==> src/rtl/mac_frame_serializer.sv <==
// GMII transmit serializer: preamble/SFD, word-to-byte data, zero pad and optional FCS.
// Define MAC_TX_FCS_EN to append an IEEE 802.3 CRC-32 FCS; undefined builds carry no CRC logic.
module mac_frame_serializer #(
  parameter int unsigned IFG_CYCLES     = 12,
  parameter int unsigned MIN_DATA_BYTES = 60
) (
  input  logic        clk,
  input  logic        rst,
  input  logic [31:0] src_data_in,
  input  logic [1:0]  src_be_in,
  input  logic        src_data_rdy,
  output logic        src_data_sel,
  output logic        src_data_rd,
  output logic [7:0]  gmii_txd,
  output logic        gmii_tx_en,
  output logic        tx_busy,
  output logic        tx_done
);

  typedef enum logic [2:0] {
    S_IDLE, S_PREAMBLE, S_SFD, S_DATA, S_PAD, S_FCS, S_IFG
  } state_t;

  localparam logic [15:0] MIN_BYTES = 16'(MIN_DATA_BYTES);
  localparam logic [15:0] IFG_LAST  = (IFG_CYCLES > 0) ? 16'(IFG_CYCLES - 1) : 16'd0;

  state_t      state_q, state_d;
  logic [2:0]  pre_cnt_q, pre_cnt_d;
  logic [1:0]  byte_idx_q, byte_idx_d;
  logic [1:0]  last_idx_q, last_idx_d;
  logic        last_q, last_d;
  logic [31:0] word_q, word_d;
  logic [15:0] byte_cnt_q, byte_cnt_d;
  logic [15:0] ifg_cnt_q, ifg_cnt_d;
  logic        sel_q, sel_d;
  logic [7:0]  txd_c;
  logic [7:0]  data_byte;
  logic        to_fcs;

  always_comb begin
    data_byte = 8'h00;
    case (byte_idx_q)
      2'd0: data_byte = word_q[31:24];
      2'd1: data_byte = word_q[23:16];
      2'd2: data_byte = word_q[15:8];
      2'd3: data_byte = word_q[7:0];
      default: data_byte = 8'h00;
    endcase
  end

`ifdef MAC_TX_FCS_EN
  logic [31:0] crc_q, crc_d;
  logic [1:0]  fcs_idx_q, fcs_idx_d;
  logic [31:0] fcs_word;
  logic [7:0]  fcs_byte;

  function automatic logic [31:0] crc32_byte(input logic [31:0] crc, input logic [7:0] b);
    logic [31:0] c;
    c = crc ^ {24'h000000, b};
    for (int unsigned i = 0; i < 8; i++) begin
      c = c[0] ? ((c >> 1) ^ 32'hEDB88320) : (c >> 1);
    end
    return c;
  endfunction

  assign fcs_word = ~crc_q;
  assign to_fcs   = 1'b1;

  always_comb begin
    fcs_byte = fcs_word[7:0];
    case (fcs_idx_q)
      2'd0: fcs_byte = fcs_word[7:0];
      2'd1: fcs_byte = fcs_word[15:8];
      2'd2: fcs_byte = fcs_word[23:16];
      2'd3: fcs_byte = fcs_word[31:24];
      default: fcs_byte = fcs_word[7:0];
    endcase
  end

  always_comb begin
    crc_d = crc_q;
    case (state_q)
      S_SFD:         crc_d = '1;
      S_DATA, S_PAD: crc_d = crc32_byte(crc_q, txd_c);
      default:       crc_d = crc_q;
    endcase
  end

  always_ff @(posedge clk) begin
    if (rst) begin
      crc_q     <= '0;
      fcs_idx_q <= '0;
    end else begin
      crc_q     <= crc_d;
      fcs_idx_q <= fcs_idx_d;
    end
  end
`else
  assign to_fcs = 1'b0;
`endif

  always_comb begin
    state_d      = state_q;
    pre_cnt_d    = pre_cnt_q;
    byte_idx_d   = byte_idx_q;
    last_idx_d   = last_idx_q;
    last_d       = last_q;
    word_d       = word_q;
    byte_cnt_d   = byte_cnt_q;
    ifg_cnt_d    = ifg_cnt_q;
    sel_d        = sel_q;
    txd_c        = 8'h00;
    gmii_tx_en   = 1'b0;
    src_data_rd  = 1'b0;
    tx_done      = 1'b0;
`ifdef MAC_TX_FCS_EN
    fcs_idx_d    = fcs_idx_q;
`endif

    case (state_q)
      S_IDLE: begin
        if (src_data_rdy) begin
          state_d    = S_PREAMBLE;
          pre_cnt_d  = '0;
          byte_cnt_d = '0;
          sel_d      = 1'b1;
        end
      end

      S_PREAMBLE: begin
        gmii_tx_en = 1'b1;
        txd_c      = 8'h55;
        if (pre_cnt_q == 3'd6) state_d = S_SFD;
        else                   pre_cnt_d = pre_cnt_q + 3'd1;
      end

      S_SFD: begin
        gmii_tx_en  = 1'b1;
        txd_c       = 8'hD5;
        src_data_rd = 1'b1;
        word_d      = src_data_in;
        last_d      = (src_be_in != 2'b00);
        last_idx_d  = (src_be_in == 2'b00) ? 2'd3 : (src_be_in - 2'd1);
        byte_idx_d  = '0;
        state_d     = S_DATA;
      end

      S_DATA: begin
        gmii_tx_en = 1'b1;
        txd_c      = data_byte;
        byte_cnt_d = byte_cnt_q + 16'd1;
        if (byte_idx_q != last_idx_q) begin
          byte_idx_d = byte_idx_q + 2'd1;
        end else if (!last_q && src_data_rdy) begin
          src_data_rd = 1'b1;
          word_d      = src_data_in;
          last_d      = (src_be_in != 2'b00);
          last_idx_d  = (src_be_in == 2'b00) ? 2'd3 : (src_be_in - 2'd1);
          byte_idx_d  = '0;
        end else begin
          // Final word drained (explicit last or source underrun).
          sel_d = 1'b0;
          if ((byte_cnt_q + 16'd1) < MIN_BYTES) begin
            state_d = S_PAD;
          end else if (to_fcs) begin
            state_d = S_FCS;
`ifdef MAC_TX_FCS_EN
            fcs_idx_d = '0;
`endif
          end else begin
            state_d   = S_IFG;
            ifg_cnt_d = '0;
          end
        end
      end

      S_PAD: begin
        gmii_tx_en = 1'b1;
        txd_c      = 8'h00;
        byte_cnt_d = byte_cnt_q + 16'd1;
        if ((byte_cnt_q + 16'd1) >= MIN_BYTES) begin
          if (to_fcs) begin
            state_d = S_FCS;
`ifdef MAC_TX_FCS_EN
            fcs_idx_d = '0;
`endif
          end else begin
            state_d   = S_IFG;
            ifg_cnt_d = '0;
          end
        end
      end

      S_FCS: begin
`ifdef MAC_TX_FCS_EN
        gmii_tx_en = 1'b1;
        txd_c      = fcs_byte;
        if (fcs_idx_q == 2'd3) begin
          state_d   = S_IFG;
          ifg_cnt_d = '0;
        end else begin
          fcs_idx_d = fcs_idx_q + 2'd1;
        end
`else
        state_d   = S_IFG;
        ifg_cnt_d = '0;
`endif
      end

      S_IFG: begin
        tx_done = (ifg_cnt_q == 16'd0);
        if (ifg_cnt_q >= IFG_LAST) state_d = S_IDLE;
        else                       ifg_cnt_d = ifg_cnt_q + 16'd1;
      end

      default: state_d = S_IDLE;
    endcase
  end

  always_ff @(posedge clk) begin
    if (rst) begin
      state_q    <= S_IDLE;
      pre_cnt_q  <= '0;
      byte_idx_q <= '0;
      last_idx_q <= '0;
      last_q     <= 1'b0;
      word_q     <= '0;
      byte_cnt_q <= '0;
      ifg_cnt_q  <= '0;
      sel_q      <= 1'b0;
    end else begin
      state_q    <= state_d;
      pre_cnt_q  <= pre_cnt_d;
      byte_idx_q <= byte_idx_d;
      last_idx_q <= last_idx_d;
      last_q     <= last_d;
      word_q     <= word_d;
      byte_cnt_q <= byte_cnt_d;
      ifg_cnt_q  <= ifg_cnt_d;
      sel_q      <= sel_d;
    end
  end

  assign gmii_txd     = txd_c;
  assign src_data_sel = sel_q;
  assign tx_busy      = (state_q != S_IDLE);

endmodule

==> config.mk <==
export PLATFORM = sky130hd
export DESIGN_NAME = mac_frame_serializer
export DESIGN_NICKNAME = d
export VERILOG_FILES = /design/src/rtl/mac_frame_serializer.sv
export SDC_FILE = /design/constraint.sdc
export NUM_CORES = 1
export LEC_CHECK = 0
export CAP_MARGIN = 15
export CORE_AREA = 2 2 99 77
export CTS_CLUSTER_DIAMETER = 120
export DETAILED_ROUTE_END_ITERATION = 6
export DIE_AREA = 0 0 101 79
export PLACE_DENSITY = 0.79
export SKIP_LAST_GASP = 1
export SLEW_MARGIN = 10
export SYNTH_ARGS = -nofsm -noshare
export SYNTH_HDL_FRONTEND = slang
export SYNTH_SLANG_ARGS = --single-unit
==> constraint.sdc <==
create_clock -name clk -period 3.5 [get_ports clk]
set_clock_uncertainty 0.2 [all_clocks]
set_input_delay 0.525 -clock clk [delete_from_list [all_inputs] [get_ports clk]]
set_output_delay 0.525 -clock clk [all_outputs]
set_load 0.01 [all_outputs]
==> flow_summary.toml, run 1 <==
[drt]
wire_per_inst_microns = 15.3
dr.first_iter.drc_count = 278
detail-route-antenna-nets = 0
drcViolationCount = 0
wl_microns = 9370
via_per_inst = 5.92
vias = 3620
drt-pass1-iter-count = 5

[cts]
cts_resized = 0
cts_buffers = 9
cts.clk_slew.worst_paths_ns = 0.08
cts.sinks = 76
clkLatencyLatePin_ns = 0.35
hold_buffers = 0
cts.path.max_buffers = 2
cts_max_level = 3
root_buffer = "clkbuf_8"
cts_tree = "yes"
cts_setup_buffers = 0

[hold_path]
hp-start = "word_q[26]$_SDFFE_PP0P_"
hp-class = "flip-flop to flip-flop"
hold_path_depth = 2
min_to = "word_q[26]$_SDFFE_PP0P_"

[place]
portBuffers = 49
gp_congestion = 0.891
pre_cts_ws_ns = 0.362
hpwl_microns = 6600

[cells_and_area]
drive_above_1_share_pct = 8.02
fill_cells = 569
syn2layout_area_growth_pct = 19.1
num_antenna_cells = 0
nets = 566

[setup_path]
worst-path-max-fanout = 10
worstPathRequired_ns = 2.77
r2r-start = "byte_cnt_q[0]$_SDFFE_PP0P_"
cp.arrival_ns = 2.49
cp-startpoint = "byte_idx_q[0]$_SDFFE_PP0P_"
end_kind = "output port"
r2r_end = "ifg_cnt_q[9]$_SDFFE_PP0P_"
crit_type = "flip-flop to output port"
rr_worst_depth = 8
critPathMaxStageDelay_ns = 0.60
crit_chain = "inv_1 -> ha_1 -> clkinv_1 -> nand2_1 -> o21ai_0 -> a31oi_1 -> clkdlybuf4s50_1"
slowest_stage = "clkdlybuf4s50_1"
r2r_slack_ns = 0.35
critical_path.startpoint_type = "flip-flop"

[synth]
synthArstFlopShare_pct = 0
synthesis.nets = 533
yosysSeqAreaShare_pct = 40.1
yosysUniqueCellTypes = 61
synth.avg_cell_area_sq_um = 7.81
synth.ff_latch_count = 76
yosysWarnings = 0
synth_flop_cell = "dfxtp_1"
synthesis.area_sq_um = 3800
synth_edf_count = 0
syn_inst = 486

[die]
design.die.area_sq_um = 7980
rows = 27
core_sq_um = 7090
ios = 50
die_y_microns = 79
die_w_microns = 101
start_util_pct = 53.5

[timing]
setup_viol = 0
finalCritPeriodShare_pct = 91.8
hold_viol_final = 0
setup_ws_ns = 0.286
slew_violations = 0
tightestPinTransition_ns = 0.981
finalSetupTns_ns = 0
min_period_ns = 3.21
rsz0062_at_grt = "false"
slew_headroom_pct = 34.6
fmax_ghz = 0.311

[global_routing]
grt_pass1_wl_microns = 15400
grt_max_degree = 51
grt_antenna_before_repair = 0
grt_pass1_vias = 3161
grt_use_total_pct = 24.6
overflow = 0

[pwr]
p_leak_nw = 1.56
ir_drop_mv = 0.300
powerDensity_nw_per_um2 = 568
power.total_w = 0.00257

[flow_run]
drv_cap = 0

[status]
status = "finished clean"
-- cells by family after synthesis --
family / after synthesis / synth area share [%]
simple gates: 207 / 26.2
compound gates: 136 / 23.2
flops: 76 / 40.1
buf+inv: 49 / 5.31
fa+ha+maj: 10 / 3.30
xor+xnor: 6 / 1.38
mux: 2 / 0.527
-- critical path, delay by kind of cell (launching register included) --
| family | cells | cell delay (ns) |
|---|---|---|
| AO/OA/AOI/OAI | 2 | 0.37 |
| AND/OR/NAND/NOR | 1 | 0.11 |
| buffers and inverters | 3 | 0.99 |
| adder cells (fa/ha/maj) | 1 | 0.31 |
| flip-flops | 1 | 0.37 |
-- power breakdown --
part | internal [W] | switching (W) | leakage (nW)
logic | 0.000316 | 0.000440 | 0.834
registers | 0.000957 | 0.0000850 | 0.615
clock network | 0.000427 | 0.000344 | 0.113
total | 0.00170 | 0.000869 | 1.56
-- final cells by class --
class,instances,area [sq um],area share (%)
sequential,76,1520,33.6
timing repair buffer,54,523,11.6
multi-input combinational,361,2070,45.8
tap,87,109,2.41
clock inverter,6,93.8,2.08
inverter,17,63.8,1.41
clock buffer,10,138,3.04
-- cell usage after synthesis, types with 4 or more instances --
cell type	n	area, sq um
buf_4	4	30.0
nor4_1	8	50.1
a211oi_1	8	60.1
dfxtp_1	76	1520
a222oi_1	8	80.1
nor3_1	10	50.1
clkbuf_1	25	93.8
nand2_1	93	349
a31oi_1	7	43.8
a21oi_1	58	290
nand3_1	8	40.0
and2_1	10	62.6
ha_1	10	125
inv_1	16	60.1
nor2_1	42	158
a22oi_1	5	37.5
nand4_1	5	31.3
xnor2_1	5	43.8
and3_1	4	25.0
nand2b_1	5	31.3
o21ai_0	25	125
-- worst max path at each step --
stage	to	slack [ns]	cells past startpoint
4_1_cts	tx_done	0.26	4
5_1_grt	ifg_cnt_q[13]$_SDFFE_PP0P_	0.05	8
2_1_floorplan	ifg_cnt_q[0]$_SDFFE_PP0P_	0.76	8
3_3_place_gp	ifg_cnt_q[11]$_SDFFE_PP0P_	0.55	8
6_report	gmii_txd[0]	0.29	7
3_5_place_dp	ifg_cnt_q[10]$_SDFFE_PP0P_	0.36	8
-- cells in the final DEF, fill, tap and decap left out, types with 2 or more instances in the layout --
master	Yosys	final
nand2_1	93	93
dfxtp_1	76	76
a21oi_1	58	58
clkdlybuf4s50_1	0	48
nor2_1	42	42
o21ai_0	25	25
inv_1	16	16
nor3_1	10	10
and2_1	10	10
ha_1	10	10
clkbuf_8	0	10
a222oi_1	8	8
nor4_1	8	8
nand3_1	8	8
a211oi_1	8	8
a31oi_1	7	7
nand2b_1	5	5
xnor2_1	5	5
nand4_1	5	5
a22oi_1	5	5
buf_4	4	5
and3_1	4	4
or2_2	3	3
nand3_2	3	3
a311oi_1	3	3
a21o_1	2	2
o221ai_1	2	2
and3b_1	2	2
mux2i_1	2	2
a31o_2	2	2
a41oi_1	2	2
a211o_1	2	2
o2111ai_1	2	2
inv_6	0	2
bufinv_16	0	2
-- metal layers --
metal  up-vias  wire (microns)  track usage [%]
met5         -               0                0
met4         0             149             8.24
met3        15             715             6.07
met2       144            4110             35.9
met1      1675            4400             35.4
li1       1786               -                -
-- through the flow --
step / instances / hold slack [ns] / instance area (sq um) / utilization, %
global route: 611 / 0.277 / 4520 / 63.7
detailed placement: 595 / 0.244 / 4290 / 60.5
finish: 611 / 0.257 / 4520 / 63.7
floorplan: 486 / 0.226 / 3800 / -
CTS: 611 / 0.255 / 4520 / 63.7
global placement: 595 / 0.239 / 4290 / 60.5
-- state kept, by name, indices dropped and copies added (netlist names), 2 cells and up --
| register | flops |
|---|---|
| word_q | 32 |
| byte_cnt_q | 16 |
| ifg_cnt_q | 16 |
| pre_cnt_q | 3 |
| state_q | 3 |
| byte_idx_q | 2 |
| last_idx_q | 2 |
(Power assumes the default switching activity.)
==> run 2: changes to the inputs <==
--- a/config.mk
+++ b/config.mk
@@ -8,6 +8,7 @@
 export CAP_MARGIN = 15
 export CORE_AREA = 2 2 99 77
 export CTS_CLUSTER_DIAMETER = 120
+export CTS_CLUSTER_SIZE = 25
 export DETAILED_ROUTE_END_ITERATION = 6
 export DIE_AREA = 0 0 101 79
 export PLACE_DENSITY = 0.79
==> results of run 2 <==
No change in the layout: final DEF, timing and power equal those of run 1.
==> run 3: changes to the inputs <==
--- a/config.mk
+++ b/config.mk
@@ -6,12 +6,14 @@
 export NUM_CORES = 1
 export LEC_CHECK = 0
 export CAP_MARGIN = 15
-export CORE_AREA = 2 2 99 77
+export CELL_PAD_IN_SITES_DETAIL_PLACEMENT = 0
+export CELL_PAD_IN_SITES_GLOBAL_PLACEMENT = 2
+export CORE_AREA = 2 2 129 100
 export CTS_CLUSTER_DIAMETER = 120
 export CTS_CLUSTER_SIZE = 25
 export DETAILED_ROUTE_END_ITERATION = 6
-export DIE_AREA = 0 0 101 79
-export PLACE_DENSITY = 0.79
+export DIE_AREA = 0 0 131 102
+export PLACE_DENSITY_LB_ADDON = 0.1
 export SKIP_LAST_GASP = 1
 export SLEW_MARGIN = 10
 export SYNTH_ARGS = -nofsm -noshare
==> run 3 against run 2 <==
Sequential cell count unchanged. Highest routed layer unchanged. Largest cell class unchanged. First-iteration DRC count down 10%. Clock power up 41%. Via count down 3.7%. Worst setup slack better by 0.041 ns. Non-clock buffer count unchanged. Combinational power down 1%. Cell count up 13%. Die area up 67%.
==> flow_summary.toml, run 3 (same netlist as run 1, synthesis figures left out) <==
[cts]
cts_tree = "yes"
cts.clk_slew.worst_paths_ns = 0.06
cts_buffers = 9
cts_max_level = 3
root_buffer = "clkbuf_16"
hold_buffers = 0
cts.sinks = 76
cts.path.max_buffers = 2
clkLatencyLatePin_ns = 0.34

[die]
die_y_microns = 102
die_w_microns = 131
rows = 35
ios = 50
core_sq_um = 12000
start_util_pct = 31.5
design.die.area_sq_um = 13400

[cells_and_area]
post-route-util_pct = 39.4
nets = 566
final_cell_mix = "93 x nand2_1, 76 x dfxtp_1, 58 x a21oi_1"
fill_cells = 1262
syn2layout_area_growth_pct = 25.0
largestRegisters = "word_q x32, byte_cnt_q x16, ifg_cnt_q x16"
largest_reg_flops = 32
num_antenna_cells = 0
drive_above_1_share_pct = 8.21
regMostFlops = "word_q"
layout_commonest_cell = "nand2_1"

[drt]
wl_microns = 10600
wire_per_inst_microns = 15.4
detail-route-antenna-nets = 0
via_per_inst = 5.05
drt-pass1-iter-count = 6
dr.first_iter.drc_count = 249
drcViolationCount = 0
vias = 3487

[hold_path]
hp-class = "flip-flop to flip-flop"

[timing]
slew_violations = 0
setup_ws_ns = 0.327
hold_viol_final = 0
tightestPinTransition_ns = 0.875
rsz0062_at_grt = "true"
setup_viol = 0
hold_slack_ns = 0.251
fmax_ghz = 0.315
finalCritPeriodShare_pct = 90.7
min_period_ns = 3.17
slew_headroom_pct = 41.6

[setup_path]
worst-path-max-fanout = 13
r2r_slack_ns = 0.33
crit_type = "flip-flop to output port"
critical_path.startpoint_type = "flip-flop"
end_kind = "output port"
cp.arrival_ns = 2.45
worstPathRequired_ns = 2.77

[pwr]
p_clk_share_pct = 37.7
pwr-share-comb_pct = 25.7
p_int_w = 0.00198
pwr-share-seq_pct = 36.6
power_switching_w = 0.000916
ir_drop_mv = 0.278
powerDensity_nw_per_um2 = 611
power.total_w = 0.00290
p_leak_nw = 1.62
swShare_pct = 31.6

[global_routing]
grt_antenna_before_repair = 0
grt_use_total_pct = 16.9
grt_pass1_wl_microns = 17400
overflow = 0
grt_max_degree = 46
grt_pass1_vias = 3330

[place]
gp_congestion = 0.772
portBuffers = 49
hpwl_microns = 7620
pre_cts_ws_ns = 0.369

[flow_run]
drv_cap = 0

[status]
status = "finished clean"
[run 3: stage by stage]
step	cell area (sq um)	instances	setup TNS, ns
after floorplan	3800	486	0
after global placement	4390	674	0
after detailed placement	4390	674	0
after CTS	4740	690	0
after global routing	4750	690	-0.0173
final	4750	690	0
[run 3: layout make-up]
| class | instances | area (sq um) | share of cell area, % |
|---|---|---|---|
| Multi-Input combinational cell | 361 | 2080 | 43.8 |
| Sequential cell | 76 | 1520 | 32.1 |
| Timing Repair Buffer | 54 | 523 | 11.0 |
| Clock buffer | 10 | 239 | 5.04 |
| Tap cell | 166 | 208 | 4.38 |
| Clock inverter | 6 | 111 | 2.35 |
| Inverter | 17 | 63.8 | 1.34 |
[run 3: routing by layer]
| layer | vias up | wire length (microns) | GRT usage (%) |
|---|---|---|---|
| li1 | 1782 | - | - |
| met1 | 1629 | 5660 | 25.3 |
| met2 | 63 | 4500 | 24.1 |
| met3 | 13 | 325 | 3.72 |
| met4 | 0 | 138 | 5.07 |
| met5 | - | 0 | 0 |
[run 3: what timing repair did]
| action | CTS | global route |
|---|---|---|
| endpoints found under the setup margin | 0 | 2 |
| hold endpoints to repair | 0 | 0 |
| resized for setup | 0 | 1 |
| setup buffers | 0 | 0 |
[run 3: critical path: stages, from the launching register on]
cell and delay (ns):
dfxtp_1 0.64, nor4b_1 0.32, nand4_1 0.24, nor4_1 0.32, clkdlybuf4s50_1 0.58
[run 3: path summary, 6_finish.rpt]
check,startpoint,to,depth (start not counted)
min reg2reg,ifg_cnt_q[9]$_SDFFE_PP0P_,ifg_cnt_q[9]$_SDFFE_PP0P_,2
max,state_q[1]$_SDFFE_PP0P_,tx_done,4
min,ifg_cnt_q[9]$_SDFFE_PP0P_,ifg_cnt_q[9]$_SDFFE_PP0P_,2
max reg2reg,byte_cnt_q[0]$_SDFFE_PP0P_,ifg_cnt_q[13]$_SDFFE_PP0P_,9
[run 3: power groups by stage]
stage	registers, W	clock network, W	logic (W)
CTS	0.00106	0.00111	0.000757
global placement	0.00108	0	0.000754
global route	0.00108	0.00116	0.000833
finish	0.00106	0.00109	0.000746
detailed placement	0.00108	0	0.000754
floorplan	0.00102	0	0.000494
